**src/rtl/mem_access_unit_pkg.sv**
```systemverilog
// Shared definitions for the MEM-stage access unit: operator codes, FSM
// encodings, bus direction codes, the bus command payload and small
// decode helpers used by both the top and the load aligner.
package mem_access_unit_pkg;

   localparam int unsigned XLEN   = 32;
   localparam int unsigned REG_AW = 5;
   localparam int unsigned OP_W   = 8;
   localparam int unsigned LANES  = 4;
   localparam int unsigned CNT_W  = 8;

   // Active level of the synchronous reset input
   localparam logic RESET_ENABLE = 1'b0;

   // Memory operator codes presented by the EX/MEM register
   localparam logic [OP_W-1:0] OP_LB  = 8'hE0;
   localparam logic [OP_W-1:0] OP_LH  = 8'hE1;
   localparam logic [OP_W-1:0] OP_LW  = 8'hE3;
   localparam logic [OP_W-1:0] OP_LBU = 8'hE4;
   localparam logic [OP_W-1:0] OP_LHU = 8'hE5;
   localparam logic [OP_W-1:0] OP_SB  = 8'hE8;
   localparam logic [OP_W-1:0] OP_SH  = 8'hE9;
   localparam logic [OP_W-1:0] OP_SW  = 8'hEB;

   localparam logic BUS_READ  = 1'b0;
   localparam logic BUS_WRITE = 1'b1;

   typedef enum logic [1:0] {
      MAU_IDLE = 2'd0,
      MAU_WAIT = 2'd1,
      MAU_DONE = 2'd2
   } mau_state_e;

   // Registered data-memory bus command
   typedef struct packed {
      logic             we;
      logic [XLEN-1:0]  addr;
      logic [LANES-1:0] byte_sel;
      logic [XLEN-1:0]  wdata;
   } bus_cmd_t;

   function automatic logic is_load(input logic [OP_W-1:0] op);
      return (op == OP_LB) || (op == OP_LBU) || (op == OP_LH) ||
             (op == OP_LHU) || (op == OP_LW);
   endfunction

   function automatic logic is_store(input logic [OP_W-1:0] op);
      return (op == OP_SB) || (op == OP_SH) || (op == OP_SW);
   endfunction

   function automatic logic is_mem_op(input logic [OP_W-1:0] op);
      return is_load(op) || is_store(op);
   endfunction

   // Halfwords need addr[0]=0, words need addr[1:0]=0, bytes always fit
   function automatic logic is_aligned(input logic [OP_W-1:0] op,
                                       input logic [1:0]      lo);
      logic ok;
      case (op)
         OP_LH, OP_LHU, OP_SH: ok = ~lo[0];
         OP_LW, OP_SW:         ok = (lo == 2'b00);
         default:              ok = 1'b1;
      endcase
      return ok;
   endfunction

   // Big-endian lanes: byte offset 0 lives in lane 3 (bits 31:24)
   function automatic logic [LANES-1:0] lane_sel(input logic [OP_W-1:0] op,
                                                  input logic [1:0]      lo);
      logic [LANES-1:0] sel;
      case (op)
         OP_LB, OP_LBU, OP_SB: sel = 4'b1000 >> lo;
         OP_LH, OP_LHU, OP_SH: sel = lo[1] ? 4'b0011 : 4'b1100;
         default:              sel = 4'b1111;
      endcase
      return sel;
   endfunction

   // Replicate store data across lanes so the selected lanes carry it
   function automatic logic [XLEN-1:0] store_data(input logic [OP_W-1:0] op,
                                                  input logic [XLEN-1:0] b);
      logic [XLEN-1:0] d;
      case (op)
         OP_SB:   d = {4{b[7:0]}};
         OP_SH:   d = {2{b[15:0]}};
         default: d = b;
      endcase
      return d;
   endfunction

endpackage

```
**src/rtl/mem_access_unit_load_align.sv**
```systemverilog
// Load extraction: picks the addressed byte/halfword out of a big-endian
// read word and sign- or zero-extends it to 32 bits.
//   operator    : load operator (LW or non-load passes the word through)
//   addr_lo     : byte offset within the word
//   rdata       : word returned by the bus
//   load_data_c : extended result (combinational)
module mem_load_align
   import mem_access_unit_pkg::*;
(
   input  logic [OP_W-1:0] operator,
   input  logic [1:0]      addr_lo,
   input  logic [XLEN-1:0] rdata,
   output logic [XLEN-1:0] load_data_c
);

   logic [7:0]  byte_v;
   logic [15:0] half_v;

   // Lane extraction, offset 0 is the most significant byte
   always_comb begin : extract
      byte_v = rdata[31:24];
      case (addr_lo)
         2'd0:    byte_v = rdata[31:24];
         2'd1:    byte_v = rdata[23:16];
         2'd2:    byte_v = rdata[15:8];
         default: byte_v = rdata[7:0];
      endcase
      half_v = addr_lo[1] ? rdata[15:0] : rdata[31:16];
   end

   // Extension by operator
   always_comb begin : extend
      load_data_c = rdata;
      case (operator)
         OP_LB:   load_data_c = {{24{byte_v[7]}}, byte_v};
         OP_LBU:  load_data_c = {24'h000000, byte_v};
         OP_LH:   load_data_c = {{16{half_v[15]}}, half_v};
         OP_LHU:  load_data_c = {16'h0000, half_v};
         default: load_data_c = rdata;
      endcase
   end

endmodule

```
**src/rtl/mem_access_unit.sv**
```systemverilog
// MEM-stage data-memory access unit.
// Issues loads/stores from the EX/MEM register over a req/ack bus, steers
// store lanes, extends load data, stalls the pipeline while an access is
// outstanding and hands the writeback triple to MEM/WB.
//   clock, reset           : clock, synchronous active-low reset
//   mem_*                  : EX/MEM register outputs
//   bus_*                  : data-memory bus (registered request side)
//   mem_stall_request      : stall to pipeline control (combinational)
//   wb_reg_write_*         : writeback triple to MEM/WB (combinational)
//   misaligned, bus_error  : one-cycle status pulses (registered)
module mem_access_unit
   import mem_access_unit_pkg::*;
#(
   parameter int unsigned TIMEOUT_CYCLES = 255
)(
   input  logic              clock,
   input  logic              reset,
   input  logic [OP_W-1:0]   mem_operator,
   input  logic [XLEN-1:0]   mem_operand_a,
   input  logic [XLEN-1:0]   mem_operand_b,
   input  logic              mem_reg_write_enable,
   input  logic [REG_AW-1:0] mem_reg_write_address,
   input  logic [XLEN-1:0]   mem_reg_write_data,
   output logic              bus_req,
   output logic              bus_we,
   output logic [XLEN-1:0]   bus_addr,
   output logic [LANES-1:0]  bus_byte_sel,
   output logic [XLEN-1:0]   bus_wdata,
   input  logic              bus_ack,
   input  logic [XLEN-1:0]   bus_rdata,
   output logic              mem_stall_request,
   output logic              wb_reg_write_enable,
   output logic [REG_AW-1:0] wb_reg_write_address,
   output logic [XLEN-1:0]   wb_reg_write_data,
   output logic              misaligned,
   output logic              bus_error
);

   localparam logic [CNT_W-1:0] TIMEOUT_LIMIT = CNT_W'(TIMEOUT_CYCLES);

   mau_state_e       state_q, state_d;
   logic             bus_req_q, bus_req_d;
   bus_cmd_t         bus_cmd_q, bus_cmd_d;
   logic             misaligned_q, misaligned_d;
   logic             bus_error_q, bus_error_d;
   logic [CNT_W-1:0] cnt_q, cnt_d, cnt_inc;
   logic [XLEN-1:0]  load_buf_q, load_buf_d;
   logic [OP_W-1:0]  op_q, op_d;
   logic [1:0]       addr_lo_q, addr_lo_d;

   logic             mem_op_c;
   logic             aligned_c;
   logic [XLEN-1:0]  load_ext_c;

   assign mem_op_c  = is_mem_op(mem_operator);
   assign aligned_c = is_aligned(mem_operator, mem_operand_a[1:0]);

   // Extraction uses the operator/offset latched at issue time
   mem_load_align u_load_align (
      .operator    (op_q),
      .addr_lo     (addr_lo_q),
      .rdata       (bus_rdata),
      .load_data_c (load_ext_c)
   );

   // State and registered outputs
   always_ff @(posedge clock) begin : regs
      if (reset == RESET_ENABLE) begin
         state_q      <= MAU_IDLE;
         bus_req_q    <= 1'b0;
         bus_cmd_q    <= '0;
         misaligned_q <= 1'b0;
         bus_error_q  <= 1'b0;
         cnt_q        <= '0;
         load_buf_q   <= '0;
         op_q         <= '0;
         addr_lo_q    <= '0;
      end else begin
         state_q      <= state_d;
         bus_req_q    <= bus_req_d;
         bus_cmd_q    <= bus_cmd_d;
         misaligned_q <= misaligned_d;
         bus_error_q  <= bus_error_d;
         cnt_q        <= cnt_d;
         load_buf_q   <= load_buf_d;
         op_q         <= op_d;
         addr_lo_q    <= addr_lo_d;
      end
   end

   // Next-state and registered-output logic
   always_comb begin : fsm_next
      state_d      = state_q;
      bus_req_d    = bus_req_q;
      bus_cmd_d    = bus_cmd_q;
      misaligned_d = 1'b0;
      bus_error_d  = 1'b0;
      cnt_d        = cnt_q;
      load_buf_d   = load_buf_q;
      op_d         = op_q;
      addr_lo_d    = addr_lo_q;
      cnt_inc      = cnt_q + CNT_W'(1);

      case (state_q)
         MAU_IDLE: begin
            if (mem_op_c) begin
               if (aligned_c) begin
                  bus_req_d          = 1'b1;
                  bus_cmd_d.we       = is_store(mem_operator) ? BUS_WRITE : BUS_READ;
                  bus_cmd_d.addr     = {mem_operand_a[XLEN-1:2], 2'b00};
                  bus_cmd_d.byte_sel = lane_sel(mem_operator, mem_operand_a[1:0]);
                  bus_cmd_d.wdata    = store_data(mem_operator, mem_operand_b);
                  cnt_d              = '0;
                  op_d               = mem_operator;
                  addr_lo_d          = mem_operand_a[1:0];
                  state_d            = MAU_WAIT;
               end else begin
                  // Suppress the access entirely and retire the op via DONE
                  misaligned_d = 1'b1;
                  state_d      = MAU_DONE;
               end
            end
         end

         MAU_WAIT: begin
            // Ack is checked first so a same-cycle timeout loses
            if (bus_ack) begin
               bus_req_d = 1'b0;
               if (is_load(op_q)) begin
                  load_buf_d = load_ext_c;
               end
               state_d = MAU_DONE;
            end else begin
               cnt_d = cnt_inc;
               if (cnt_inc == TIMEOUT_LIMIT) begin
                  bus_req_d   = 1'b0;
                  bus_error_d = 1'b1;
                  state_d     = MAU_DONE;
               end
            end
         end

         MAU_DONE: begin
            // EX/MEM still shows the op here; never reissue it
            state_d = MAU_IDLE;
         end

         default: begin
            state_d   = MAU_IDLE;
            bus_req_d = 1'b0;
         end
      endcase
   end

   // Stall and writeback hand-off
   always_comb begin : wb_out
      mem_stall_request    = 1'b0;
      wb_reg_write_enable  = mem_reg_write_enable;
      wb_reg_write_address = mem_reg_write_address;
      wb_reg_write_data    = mem_reg_write_data;

      case (state_q)
         MAU_IDLE: mem_stall_request = mem_op_c;
         MAU_WAIT: mem_stall_request = 1'b1;
         default:  mem_stall_request = 1'b0;
      endcase

      if (mem_op_c) begin
         wb_reg_write_enable = 1'b0;
         // misaligned_q/bus_error_q are high exactly in the DONE cycle of an abandoned op
         if (is_load(mem_operator) && (state_q == MAU_DONE) &&
             !misaligned_q && !bus_error_q) begin
            wb_reg_write_enable = mem_reg_write_enable;
            wb_reg_write_data   = load_buf_q;
         end
      end

      if (mem_stall_request) begin
         wb_reg_write_enable = 1'b0;
      end
   end

   assign bus_req      = bus_req_q;
   assign bus_we       = bus_cmd_q.we;
   assign bus_addr     = bus_cmd_q.addr;
   assign bus_byte_sel = bus_cmd_q.byte_sel;
   assign bus_wdata    = bus_cmd_q.wdata;
   assign misaligned   = misaligned_q;
   assign bus_error    = bus_error_q;

endmodule

```
**config.mk**
```make
export PLATFORM = sky130hd
export DESIGN_NAME = mem_access_unit
export DESIGN_NICKNAME = d
export VERILOG_FILES = /design/src/rtl/mem_access_unit_pkg.sv /design/src/rtl/mem_access_unit_load_align.sv /design/src/rtl/mem_access_unit.sv
export SDC_FILE = /design/constraint.sdc
export NUM_CORES = 1
export LEC_CHECK = 0
export CORE_MARGIN = 2
export CORE_UTILIZATION = 39
export CTS_CLUSTER_DIAMETER = 50
export CTS_CLUSTER_SIZE = 20
export DETAILED_ROUTE_END_ITERATION = 10
export DONT_BUFFER_PORTS = 1
export SYNTH_ARGS = -nofsm -noshare
export SYNTH_HDL_FRONTEND = slang
export SYNTH_SLANG_ARGS = --single-unit
```
**constraint.sdc**
```tcl
create_clock -name clock -period 3.4 [get_ports clock]
set_input_delay 0.85 -clock clock [delete_from_list [all_inputs] [get_ports clock]]
set_output_delay 0.85 -clock clock [all_outputs]
set_load 0.005 [all_outputs]
```
# ---- Yosys cells after proc, flatten, opt, wreduce, memory -nomap -nowiden
# Index checks and enable logic that the tools add are counted.
dict set report classes {
  n_bitwise 4
  eq_ne 22
  addsub 1
  n_mux 30
  n_shift 1
  n_reduce_logical 30
}
# operator n
set op_table {}
lappend op_table {{$pmux W32 S4} 1}
lappend op_table {{$eq A8 B8 Y1 const B} 14}
lappend op_table {{$mux W32} 2}
lappend op_table {{$pmux W32 S2} 1}
lappend op_table {{$mux W8} 3}
lappend op_table {{$pmux W8 S3} 1}
lappend op_table {{$mux W16} 1}
lappend op_table {{$pmux W8 S2} 1}
lappend op_table {{$logic_or A1 B1 Y1} 11}
lappend op_table {{$mux W1} 10}
lappend op_table {{$reduce_and A3 Y1} 3}
lappend op_table {{$reduce_or A3 Y1} 3}
lappend op_table {{$add A8 B1 Y8 const B} 1}
lappend op_table {{$mux W2} 4}
lappend op_table {{$pmux W4 S2} 1}
lappend op_table {{$reduce_and A4 Y1} 2}
lappend op_table {{$logic_not A2 Y1} 3}
lappend op_table {{$ne A2 B2 Y1 const B} 3}
lappend op_table {{$eq A2 B1 Y1 const B} 2}
lappend op_table {{$eq A2 B2 Y1 const B} 2}
lappend op_table {{$mux W4} 1}
lappend op_table {{$not A1 Y1} 4}
lappend op_table {{$pmux W1 S2} 2}
lappend op_table {{$pmux W2 S2} 1}
lappend op_table {{other kinds (8)} 11}
dict set report totals {
  elab_cells 100
  output_inout_bits 111
  ff_bits 122
}

# ---- Longest topological paths before layout
# Gate-level depths: netlist of the first run.
dict set report depth {
  ltp_word 11
  depth_mapped 9
  depth_no_buf 6
}

# ---- Modules after synthesis
# A second synthesis of the first run with hierarchy kept.
dict set report unflattened {
  hier_cells 769
  hier_area_um2 6656.4
}
# module cells_per_inst seq_area_each_um2 n_inst area_each_um2
set by_module_without_submodules {}
lappend by_module_without_submodules {mem_access_unit 653 2442.3 1 5680.4}
lappend by_module_without_submodules {mem_load_align 116 0.0 1 975.9}

# ---- Worst setup path before layout of the first run
# Ideal clock, no wire load.
dict set report synth_timing {
  path_type {input to output}
  from {input port mem_operator[3]}
  to {output port wb_reg_write_data[10]}
  path_stages 4
  path_slack_ns 0.118
  t_arrival_ns 2.432
  required_ns 2.550
  path_cell_list {or4b_1 a2111oi_4 buf_6 mux2_2}
}
dict set report synth_via {
  elab_chain_len 10
  word_cells_on_any_way 20
}
# item line_no
set synth_rtl {}
lappend synth_rtl {{start, declared} mem_access_unit.sv:18} ;# input logic [OP_W-1:0] mem_operator,
lappend synth_rtl {{$eq A8 B8 Y1} mem_access_unit_pkg.sv:43} ;# return (op == OP_LB) || (op == OP_LBU) || (op == OP_LH) ||
lappend synth_rtl {{$logic_or A1 B1 Y1 (3 in series)} mem_access_unit_pkg.sv:43}
lappend synth_rtl {{$logic_or A1 B1 Y1} mem_access_unit_pkg.sv:44} ;# (op == OP_LHU) || (op == OP_LW);
lappend synth_rtl {{$logic_and A1 B1 Y1 (2 in series)} mem_access_unit.sv:171} ;# if (is_load(mem_operator) && (state_q == MAU_DONE) &&
lappend synth_rtl {{$logic_and A1 B1 Y1} mem_access_unit.sv:172} ;# !misaligned_q && !bus_error_q) begin
lappend synth_rtl {{$mux W32} mem_access_unit.sv:171}
lappend synth_rtl {{$mux W32 *} mem_access_unit.sv:168} ;# if (mem_op_c) begin
lappend synth_rtl {{end, declared} mem_access_unit.sv:34} ;# output logic [XLEN-1:0] wb_reg_write_data,
# Mark *: on every way between the ends. The rest lies on a longest branch, timed or not.

# ---- Final worst setup path of the first run
dict set report layout_timing {
  from {input port mem_operator[3]}
  to {output port wb_reg_write_data[6]}
}
# The elaborated chain is that of the path after synthesis.

==> results of run 1 <==
==> layout by cell type, fill, tap and decap left out, types with 8 or more instances in the layout <==
master / synthesis / layout
nand2_1: 162 / 162
dfxtp_1: 122 / 122
a21oi_1: 62 / 62
o21ai_0: 45 / 45
nor2_1: 42 / 42
mux2_2: 34 / 34
a31oi_1: 31 / 31
clkbuf_16: 0 / 17
mux2i_1: 16 / 16
nand3_1: 12 / 12
a311oi_1: 11 / 11
buf_4: 7 / 11
o211ai_1: 9 / 9
o21a_1: 8 / 8
==> cell type report <==
type	count	area, sq um	area share (%)
clock inverters	14	125	1.94
flip-flops and latches	122	2440	37.8
well taps	184	230	3.57
repair buffers	13	123	1.90
multi-input cells	515	3080	47.7
inverters	5	18.8	0.291
clock buffers	18	439	6.80
==> worst max path at each step <==
stage	from	end	slack, ns	depth (start not counted)
6_report	mem_operator[3]	wb_reg_write_data[6]	0.14	4
3_3_place_gp	mem_operator[3]	wb_reg_write_data[8]	0.15	4
4_1_cts	mem_operator[3]	wb_reg_write_data[9]	0.14	4
5_1_grt	state_q[1]$_SDFFE_PN0P_	wb_reg_write_data[18]	0.05	4
3_5_place_dp	mem_operator[3]	wb_reg_write_data[9]	0.15	4
2_1_floorplan	mem_operator[3]	wb_reg_write_data[10]	0.12	4
==> routing by layer <==
| metal | track usage, % | up-vias |
|---|---|---|
| met5 | 0 | - |
| met4 | 8.73 | 0 |
| met3 | 8.54 | 23 |
| met2 | 34.5 | 232 |
| met1 | 22.0 | 2414 |
| li1 | - | 2421 |
==> through the flow <==
stage                     worst slack, ns  area (sq um)  hold WS [ns]  cells  power [W]
after floorplan                     0.118          5820         0.432    703    0.00160
after global placement              0.155          5890         0.450    839    0.00160
after detailed placement            0.146          5890         0.462    839    0.00161
after CTS                           0.143          6460         0.467    871    0.00333
after global routing               0.0525          6460         0.489    871    0.00341
final                               0.144          6460         0.473    871    0.00328
==> critical path: stages <==
cell,delay (ns)
or4b_1,0.56
a2111oi_4,0.35
buf_12,0.24
mux2_2,0.37
==> flip-flops by register name, indices dropped and copies added (netlist names), 2 cells and up <==
signal        cells
state_q           2
bus_addr         30
op_q              8
addr_lo_q         2
cnt_q             8
load_buf_q       32
bus_wdata        32
bus_byte_sel      4
==> cell usage after synthesis, drive strengths merged, types with 2 or more instances <==
master   instances  area share [%]
nand4b           2            0.30
and3             2            0.22
nor3             9            0.86
and2             2            0.22
nor2            42             2.7
or2              4            0.43
dfxtp          122              42
nand2b           5            0.54
and4             2            0.30
mux2            34             6.6
mux2i           16             2.8
a311oi          11             1.7
a32o             2            0.34
nand2          162              10
and4b            2            0.34
buf             22             2.4
a22o             5            0.75
inv              5            0.32
o211ai           9             1.2
ha               2            0.43
o21a             8             1.0
nand3           12             1.0
o21ai           47             4.0
a2bb2oi          5            0.75
mux4             7             2.7
a21oi           62             5.3
xnor2            2            0.30
a31oi           31             3.3
clkbuf          39             2.5
nand4            3            0.32
o21bai           2            0.26
nor3b            5            0.65
nor2b            3            0.32
==> where the power goes <==
part	switching [W]	internal [W]	leakage, nW
Combinational	0.0000676	0.0000582	0.939
Sequential	0.00000919	0.00144	0.983
Clock	0.000676	0.00102	0.272
==> kinds of logic (layout without fill, tap and decap cells) <==
kind of cell / after synthesis / in the layout / share of synthesized area, %
xor gates and xnor gates: 3 / 3 / 0.452
buffers and inverters: 66 / 50 / 5.27
DFF: 122 / 122 / 42.0
adders and majority gates: 2 / 2 / 0.430
other: 1 / 2 / 0.0645
AOI/OAI and AO/OA: 191 / 191 / 20.4
muxes: 57 / 57 / 12.0
and+or+nand+nor: 260 / 260 / 19.4
==> summary.txt, run 1 <==
Worst setup path
  – R2R Path Start: addr_lo_q[1]$_SDFFE_PN0P_
  – CP required: 2.55 ns
  – WP data arrival: around 2.4 ns
  – CP Class: primary input to output port
  – Crit Path Max Fanout: 33
  – Worst r2r path cells: 5
  – R2R Setup Slk: approximately 1.1 ns
  – Reg2reg end: load_buf_q[9]$_SDFFE_PN0P_
  – CP startpoint kind: primary input
  – CP Capture Type: output port

Cells and area
  – # fillers: 1445
  – Layout Utilization: 44.4%
  – N_diodes: 0
  – Area Growth Syn to Fin: 11.0%
  – Layout cells sized above 1: 14.1%
  – Nets@finish: around 820

Detailed routing
  – Pre-antenna DRT Iters: 5
  – Vias post-DR: 5090
  – Metal-1 WL: 6280 um
  – Wirelength, routed: 16500 um
  – Met2 WL post-DR: between 8000 and 9000 um
  – # DRC: 0
  – ANT nets after route: 0
  – Uppermost layer routed: met4
  – Vias per cell: a little under 6
  – Met3 WL: 1810 um
  – DR iter-0 viols: 306
  – Average routed wire per standard cell: 19.0 um

Synthesis
  – Register area share after synthesis: 42.0%
  – Ys async rst share: 0%
  – Avg Inst Size Synth: 8.29 sq um
  – Post-synthesis register bit count: 122
  – EDFF count, synth: 0
  – Post-Syn Area: 5820 sq um
  – Cells after Synth: 702
  – Dominant synthesized flop cell: dfxtp_1
  – Yosys cell types: between 50 and 60
  – Yosys warning total: 0

Floorplanning
  – Initial core utilization: 40.0%
  – Row cnt: 44
  – Die H: 126 um
  – Die W: 126 um
  – Core footprint: roughly 15000 sq um
  – Num ports: ~260
  – Die ar.: ~16000 sq um

Clocking
  – H-tree Lvls: 4
  – Root buffer cell: clkbuf_16
  – Clock slew at reported path FFs: approximately 0.060 ns
  – CTS tree: done
  – CTS Buf Count: 17
  – Worst-case clock buffer depth: 2
  – Clk Latency, worst-skew pair: 0.40 ns
  – Post-CTS sizing: 0
  – Hold buffer count at cts: 0
  – CTS Sinks: 122
  – Setup bufs post-CTS: 0

Timing
  – Worst Clk Skew: 0.00465 ns
  – Hold Fails Final Rpt: 0
  – Worst rel slew slack: 31.9%
  – Crit path time final: about 3.3 ns
  – Total Neg Setup Slack: 0 ns
  – Final slew viol count: 0
  – Final setup vio count: 0
  – Fin crit share: 95.8%
  – Fmax: just over 0.3 GHz
  – Worst Tran Pin Value: 1.01 ns
  – RSZ-0062 raised after global routing: false

Power and ir drop
  – Pwr Density: 507 nW/um^2
  – Worst vdd ir: 0.319 mV
  – P_leak: 2.19 nW

Placement
  – Buffers on Ports: 0
  – Placer Congestion: 0.839
  – Hpwl dp: roughly 12000 um

Status
  – Status: finished clean

Global routing
  – Grt total ovfl: 0
  – Vias in the first global route: 5071
  – Tot GR Track Use: 20.2%
  – Largest net degree at the start of global routing: 77
  – First-pass GRT wire length: 25700 um
  – Initial antenna violation count: 0

Min path
  – Worst Hold Path EP: bus_addr[30]$_SDFFE_PN0P_
  – Hold Crit Class: register to register
  – Min-delay src: bus_addr[30]$_SDFFE_PN0P_
  – Min-Delay Path Depth: 2

Job
  – Number of max-cap violations: 0
Note: power is estimated with default switching activity, not from simulation.
==> inputs of run 2 (changes only) <==
- PLACE_DENSITY: default -> 0.64
==> run 2 against run 1 <==
Compared with the run above: first-iteration DRC count rose by 8.2%; sequential share of layout area fell by 0.36 points; maximum frequency fell by 1.5%; sequential cell count did not move; clock-buffer cell count rose by 2; combinational power barely moved; non-clock buffer count fell by 1; register-to-register slack got worse by 0.12 ns.
==> summary.txt, run 2 (same netlist as run 1, synthesis figures left out) <==
Timing
  – Final slew viol count: 0 (unchanged)
  – Fin crit share: 97.2% (was 95.8%)
  – Fmax: 0.303 GHz (was 0.307 GHz)
  – Hold_ws: 0.472 ns (was 0.473 ns)
  – Total Neg Setup Slack: 0 ns (unchanged)
  – Worst Tran Pin Value: 0.966 ns (was 1.01 ns)
  – Post-route setup slack: 0.0947 ns (was 0.144 ns)
  – Hold Fails Final Rpt: 0 (unchanged)
  – Crit path time final: 3.31 ns (was 3.26 ns)
  – Worst Clk Skew: 0.00868 ns (was 0.00465 ns)
  – Final setup vio count: 0 (unchanged)
  – RSZ-0062 raised after global routing: false (unchanged)
  – Worst rel slew slack: 35.1% (was 31.9%)

Clocking
  – Root buffer cell: clkbuf_16 (unchanged)
  – Worst-case clock buffer depth: 2 (unchanged)
  – CTS tree: done (unchanged)
  – CTS Sinks: 122 (unchanged)
  – Clock slew at reported path FFs: 0.06 ns (about the same)
  – CTS Buf Count: 17 (unchanged)
  – Hold buffer count at cts: 0 (unchanged)
  – Setup bufs post-CTS: 0 (unchanged)
  – H-tree Lvls: 4 (unchanged)
  – Post-CTS sizing: 0 (unchanged)
  – Clk Latency, worst-skew pair: 0.41 ns (was 0.40 ns)

Global routing
  – Met2 GRT Util: 36.8% (was 34.5%)
  – GR Util met1: 22.5% (was 22.0%)
  – Vias in the first global route: 4984 (was 5071)
  – Grt total ovfl: 0 (unchanged)
  – Tot GR Track Use: 21.0% (was 20.2%)
  – GRT busiest layer: met2 (unchanged)
  – M3 GR Usage: 9.01% (was 8.54%)
  – Initial antenna violation count: 0 (unchanged)
  – First-pass GRT wire length: 26400 um (was 25700 um)
  – Largest net degree at the start of global routing: 56 (was 77)

Worst setup path
  – CP required: 2.55 ns (about the same)
  – CP delay by family, top: simple AND/OR/NAND/NOR gates (unchanged)
  – CP Capture Type: output port (unchanged)
  – Critical path, cell by cell: or4b_1 -> a2111oi_4 -> buf_12 -> mux2_2 (unchanged)
  – CP Class: primary input to output port (unchanged)
  – Max incr delay on CP: 0.58 ns (was 0.56 ns)
  – Critical path's slowest cell: or4b_1 (unchanged)
  – Crit Path Max Fanout: 33 (unchanged)
  – CP bufs+invs: 1 (unchanged)
  – CP startpoint kind: primary input (unchanged)
  – WP data arrival: 2.46 ns (was 2.41 ns)

Cells and area
  – Layout Utilization: 44.9% (was 44.4%)
  – N_diodes: 0 (unchanged)
  – Most frequent cells in the layout: 162 x nand2_1, 122 x dfxtp_1, 62 x a21oi_1 (unchanged)
  – Nets@finish: 820 (was 821)
  – Most common cell after layout, fill and taps aside: nand2_1 (unchanged)
  – Area Growth Syn to Fin: 12.1% (was 11.0%)
  – Layout cells sized above 1: 13.6% (was 14.1%)

Detailed routing
  – # DRC: 0 (unchanged)
  – Pre-antenna DRT Iters: 5 (unchanged)
  – Vias post-DR: 5079 (was 5090)
  – ANT nets after route: 0 (unchanged)
  – Vias per cell: 5.84 (about the same)
  – Wirelength, routed: 17000 um (was 16500 um)
  – Average routed wire per standard cell: 19.5 um (was 19.0 um)
  – DR iter-0 viols: 331 (was 306)

Floorplanning
  – Core footprint: 14500 sq um (unchanged)
  – Die ar.: 15900 sq um (unchanged)
  – Initial core utilization: 40.0% (unchanged)
  – Die H: 126 um (unchanged)
  – Row cnt: 44 (unchanged)
  – Die W: 126 um (unchanged)
  – Num ports: 256 (unchanged)

Placement
  – Hpwl dp: 12500 um (was 12000 um)
  – Placer Congestion: 0.889 (was 0.839)
  – Post-place setup slack: 0.0869 ns (was 0.146 ns)
  – Buffers on Ports: 0 (unchanged)

Job
  – Number of max-cap violations: 0 (unchanged)

Power and ir drop
  – P_leak: 2.22 nW (was 2.19 nW)
  – Worst vdd ir: 0.323 mV (was 0.319 mV)
  – Pwr Density: 540 nW/um^2 (was 507 nW/um^2)
  – Final Power: 0.00352 W (was 0.00328 W)

Status
  – Status: finished clean (unchanged)

Min path
  – Hold Crit Class: register to register (unchanged)
run 2: stage by stage:
stage / cell area (sq um) / cells
global placement: 5890 / 838
CTS: 6520 / 870
floorplan: 5820 / 703
global route: 6520 / 870
finish: 6520 / 870
detailed placement: 5890 / 838
run 2: final timing paths:
kind	start	end	slack, ns	depth (start not counted)
max	mem_operator[3]	wb_reg_write_data[5]	0.09	4
min	bus_wdata[25]$_SDFFE_PN0P_	bus_wdata[25]$_SDFFE_PN0P_	0.47	2
max reg2reg	op_q[4]$_SDFFE_PN0P_	load_buf_q[9]$_SDFFE_PN0P_	1.02	5
min reg2reg	bus_wdata[25]$_SDFFE_PN0P_	bus_wdata[25]$_SDFFE_PN0P_	0.47	2
run 2: worst min-delay path, stage by stage, from the launching register on:
cell	delay (ns)
dfxtp_1	0.32
nand2_1	0.06
a21oi_1	0.05
run 2: layout make-up:
cell class              count  area, sq um
repair buffers             12          115
inverters                   5         18.8
clock buffers              20          437
multi-input cells         515         3080
well taps                 184          230
fillers                  1448         8010
clock inverters            12          198
flip-flops and latches    122         2440
run 2: power by group:
part	leakage (nW)	switching (W)	internal (W)
Clock	0.304	0.000645	0.00130
Combinational	0.937	0.0000668	0.0000588
Sequential	0.983	0.00000943	0.00144
Total	2.22	0.000721	0.00280
run 2: routing by layer:
layer	vias to the layer above	routed length (um)
met2	263	8540
met1	2374	6280
met4	0	363
li1	2417	-
met3	25	1830
met5	-	0
==> inputs of run 3 (changes only) <==
- GPL_TIMING_DRIVEN: default -> 0
- clock period: 3.4 -> 4.1 ns (I/O delays scaled with it)
==> run 3 against run 2 <==
Compared with the run above: design area grew 1.7%; combinational power is essentially flat; sequential share of layout area shrank 0.62 points.
==> summary.txt, run 3 (same netlist as run 1, synthesis figures left out) <==
Power and ir drop
  – Worst vdd ir: 0.291 mV (was 0.323 mV)
  – Internal: 0.00215 W (was 0.00280 W)
  – Pwr Density: 422 nW/um^2 (was 540 nW/um^2)
  – Sequential Power Share: 43.0% (was 41.2%)
  – Sw frac: 23.3% (was 20.5%)
  – P_leak: 2.28 nW (was 2.22 nW)
  – Comb power frac: 4.6% (was 3.6%)
  – Sw power: 0.000652 W (was 0.000721 W)
  – Clock share of power: 52.5% (was 55.2%)
  – Final Power: 0.00280 W (was 0.00352 W)

Floorplanning
  – Num ports: 256 (unchanged)
  – Die W: 126 um (unchanged)
  – Row cnt: 44 (unchanged)
  – Die ar.: 15900 sq um (unchanged)
  – Core footprint: 14500 sq um (unchanged)
  – Die H: 126 um (unchanged)
  – Initial core utilization: 40.0% (unchanged)

Worst setup path
  – WP data arrival: 2.90 ns (was 2.46 ns)
  – CP Capture Type: output port (unchanged)
  – Crit path from: mem_operator[3] (unchanged)
  – CP Class: primary input to output port (unchanged)
  – CP startpoint kind: primary input (unchanged)
  – Crit Path Max Fanout: 10 (was 33)
  – R2R Path Start: state_q[0]$_SDFFE_PN0P_ (was op_q[4]$_SDFFE_PN0P_)
  – Critical path, cell by cell: or4b_1 -> a2111oi_4 -> buf_6 -> mux2_2 (was or4b_1 -> a2111oi_4 -> buf_12 -> mux2_2)
  – Critical path's slowest cell: a2111oi_4 (was or4b_1)
  – CP required: 3.07 ns (was 2.55 ns)
  – Max incr delay on CP: 0.66 ns (was 0.58 ns)

Clocking
  – Clock slew at reported path FFs: 0.06 ns (about the same)
  – CTS tree: done (unchanged)
  – Root buffer cell: clkbuf_16 (unchanged)
  – Clk Latency, worst-skew pair: 0.43 ns (was 0.41 ns)
  – CTS Sinks: 122 (unchanged)
  – H-tree Lvls: 4 (unchanged)
  – Worst-case clock buffer depth: 2 (unchanged)
  – Post-CTS sizing: 0 (unchanged)
  – Hold buffer count at cts: 0 (unchanged)
  – Setup bufs post-CTS: 0 (unchanged)
  – CTS Buf Count: 17 (unchanged)

Timing
  – Hold Fails Final Rpt: 0 (unchanged)
  – Total Neg Setup Slack: 0 ns (unchanged)
  – Final slew viol count: 0 (unchanged)
  – Fin crit share: 95.7%
  – Final setup vio count: 0 (unchanged)
  – Worst Tran Pin Value: 0.961 ns (was 0.966 ns)
  – RSZ-0062 raised after global routing: false (unchanged)
  – Fmax: 0.255 GHz
  – Worst rel slew slack: 35.5% (was 35.1%)
  – Worst Clk Skew: 0.0161 ns (was 0.00868 ns)
  – Crit path time final: 3.92 ns

Placement
  – Placer Congestion: 0.899 (was 0.889)
  – Hpwl dp: 14500 um (was 12500 um)
  – Buffers on Ports: 0 (unchanged)

Min path
  – Min-delay src: bus_wdata[30]$_SDFFE_PN0P_ (was bus_wdata[25]$_SDFFE_PN0P_)
  – Hold Crit Class: register to register (unchanged)

Detailed routing
  – Vias post-DR: 5398 (was 5079)
  – Vias per cell: 5.87 (was 5.84)
  – # DRC: 0 (unchanged)
  – Average routed wire per standard cell: 20.4 um (was 19.5 um)
  – DR iter-0 viols: 332 (was 331)
  – ANT nets after route: 0 (unchanged)
  – Wirelength, routed: 18800 um (was 17000 um)
  – Pre-antenna DRT Iters: 5 (unchanged)

Cells and area
  – Most common cell after layout, fill and taps aside: nand2_1 (unchanged)
  – Most frequent cells in the layout: 162 x nand2_1, 122 x dfxtp_1, 62 x a21oi_1 (unchanged)
  – Nets@finish: 869 (was 820)
  – N_diodes: 0 (unchanged)
  – Layout cells sized above 1: 13.3% (was 13.6%)
  – # fillers: 1459 (was 1448)
  – Layout Utilization: 45.6% (was 44.9%)
  – Area Growth Syn to Fin: 14.0% (was 12.1%)

Global routing
  – Largest net degree at the start of global routing: 17 (was 56)
  – Vias in the first global route: 5380 (was 4984)
  – First-pass GRT wire length: 29400 um (was 26400 um)
  – Tot GR Track Use: 23.5% (was 21.0%)
  – Grt total ovfl: 0 (unchanged)
  – Initial antenna violation count: 0 (unchanged)

Status
  – Status: finished clean (unchanged)

Job
  – Number of max-cap violations: 0 (unchanged)
-- run 3: cell types whose count changed in the layout (fill, tap and decap cells not counted), sizes merged --
cell | previous run | this run
clkbuf | 20 | 58
buf | 12 | 22
bufinv | 5 | 2
inv | 5 | 8
clkinvlp | 2 | 3
-- run 3: area by class of cell --
type                            instances  area, sq um  area share (%)
Multi-Input combinational cell        515         3070            46.3
Sequential cell                       122         2440            36.8
Clock buffer                           19          433            6.53
Tap cell                              184          230            3.47
Clock inverter                         13          145            2.19
Buffer                                 61          288            4.34
Inverter                                5         18.8           0.283
-- run 3: power groups by stage --
stage	Clock (W)	Sequential [W]	Combinational, W
floorplan	0	0.00122	0.000101
global placement	0	0.00123	0.000125
detailed placement	0	0.00123	0.000128
CTS	0.00149	0.00120	0.000128
global route	0.00155	0.00120	0.000141
finish	0.00147	0.00120	0.000128
-- run 3: worst paths after layout --
check                                                   end  cells past startpoint  slack, ns
worst max-delay path                   wb_reg_write_data[3]                      4       0.18
worst min register to register   bus_wdata[30]$_SDFFE_PN0P_                      2       0.47
worst min-delay path             bus_wdata[30]$_SDFFE_PN0P_                      2       0.47
worst max register to register  load_buf_q[25]$_SDFFE_PN0P_                      6       1.71
-- run 3: layer usage --
layer / up-vias / share of wire, % / global-route usage (%)
met5: - / 0 / 0
met4: 0 / 2.3 / 9.24
met3: 41 / 11 / 9.26
met2: 303 / 49 / 40.2
met1: 2527 / 37 / 26.4
li1: 2527 / - / -
-- run 3: critical path, delay by kind of cell --
kind | cells | cell delay [ns]
AOI/OAI and AO/OA | 1 | 0.66
and+or+nand+nor | 1 | 0.56
buffers and inverters | 1 | 0.26
muxes | 1 | 0.38
-- run 3: metrics by stage --
stage | instance area (sq um) | hold WS [ns] | cells | setup WS (ns)
floorplan | 5820 | 0.432 | 703 | 0.468
global placement | 6050 | 0.451 | 887 | 0.169
detailed placement | 6050 | 0.459 | 887 | 0.158
CTS | 6630 | 0.476 | 919 | 0.145
global route | 6630 | 0.494 | 919 | 0.108
finish | 6630 | 0.472 | 919 | 0.178
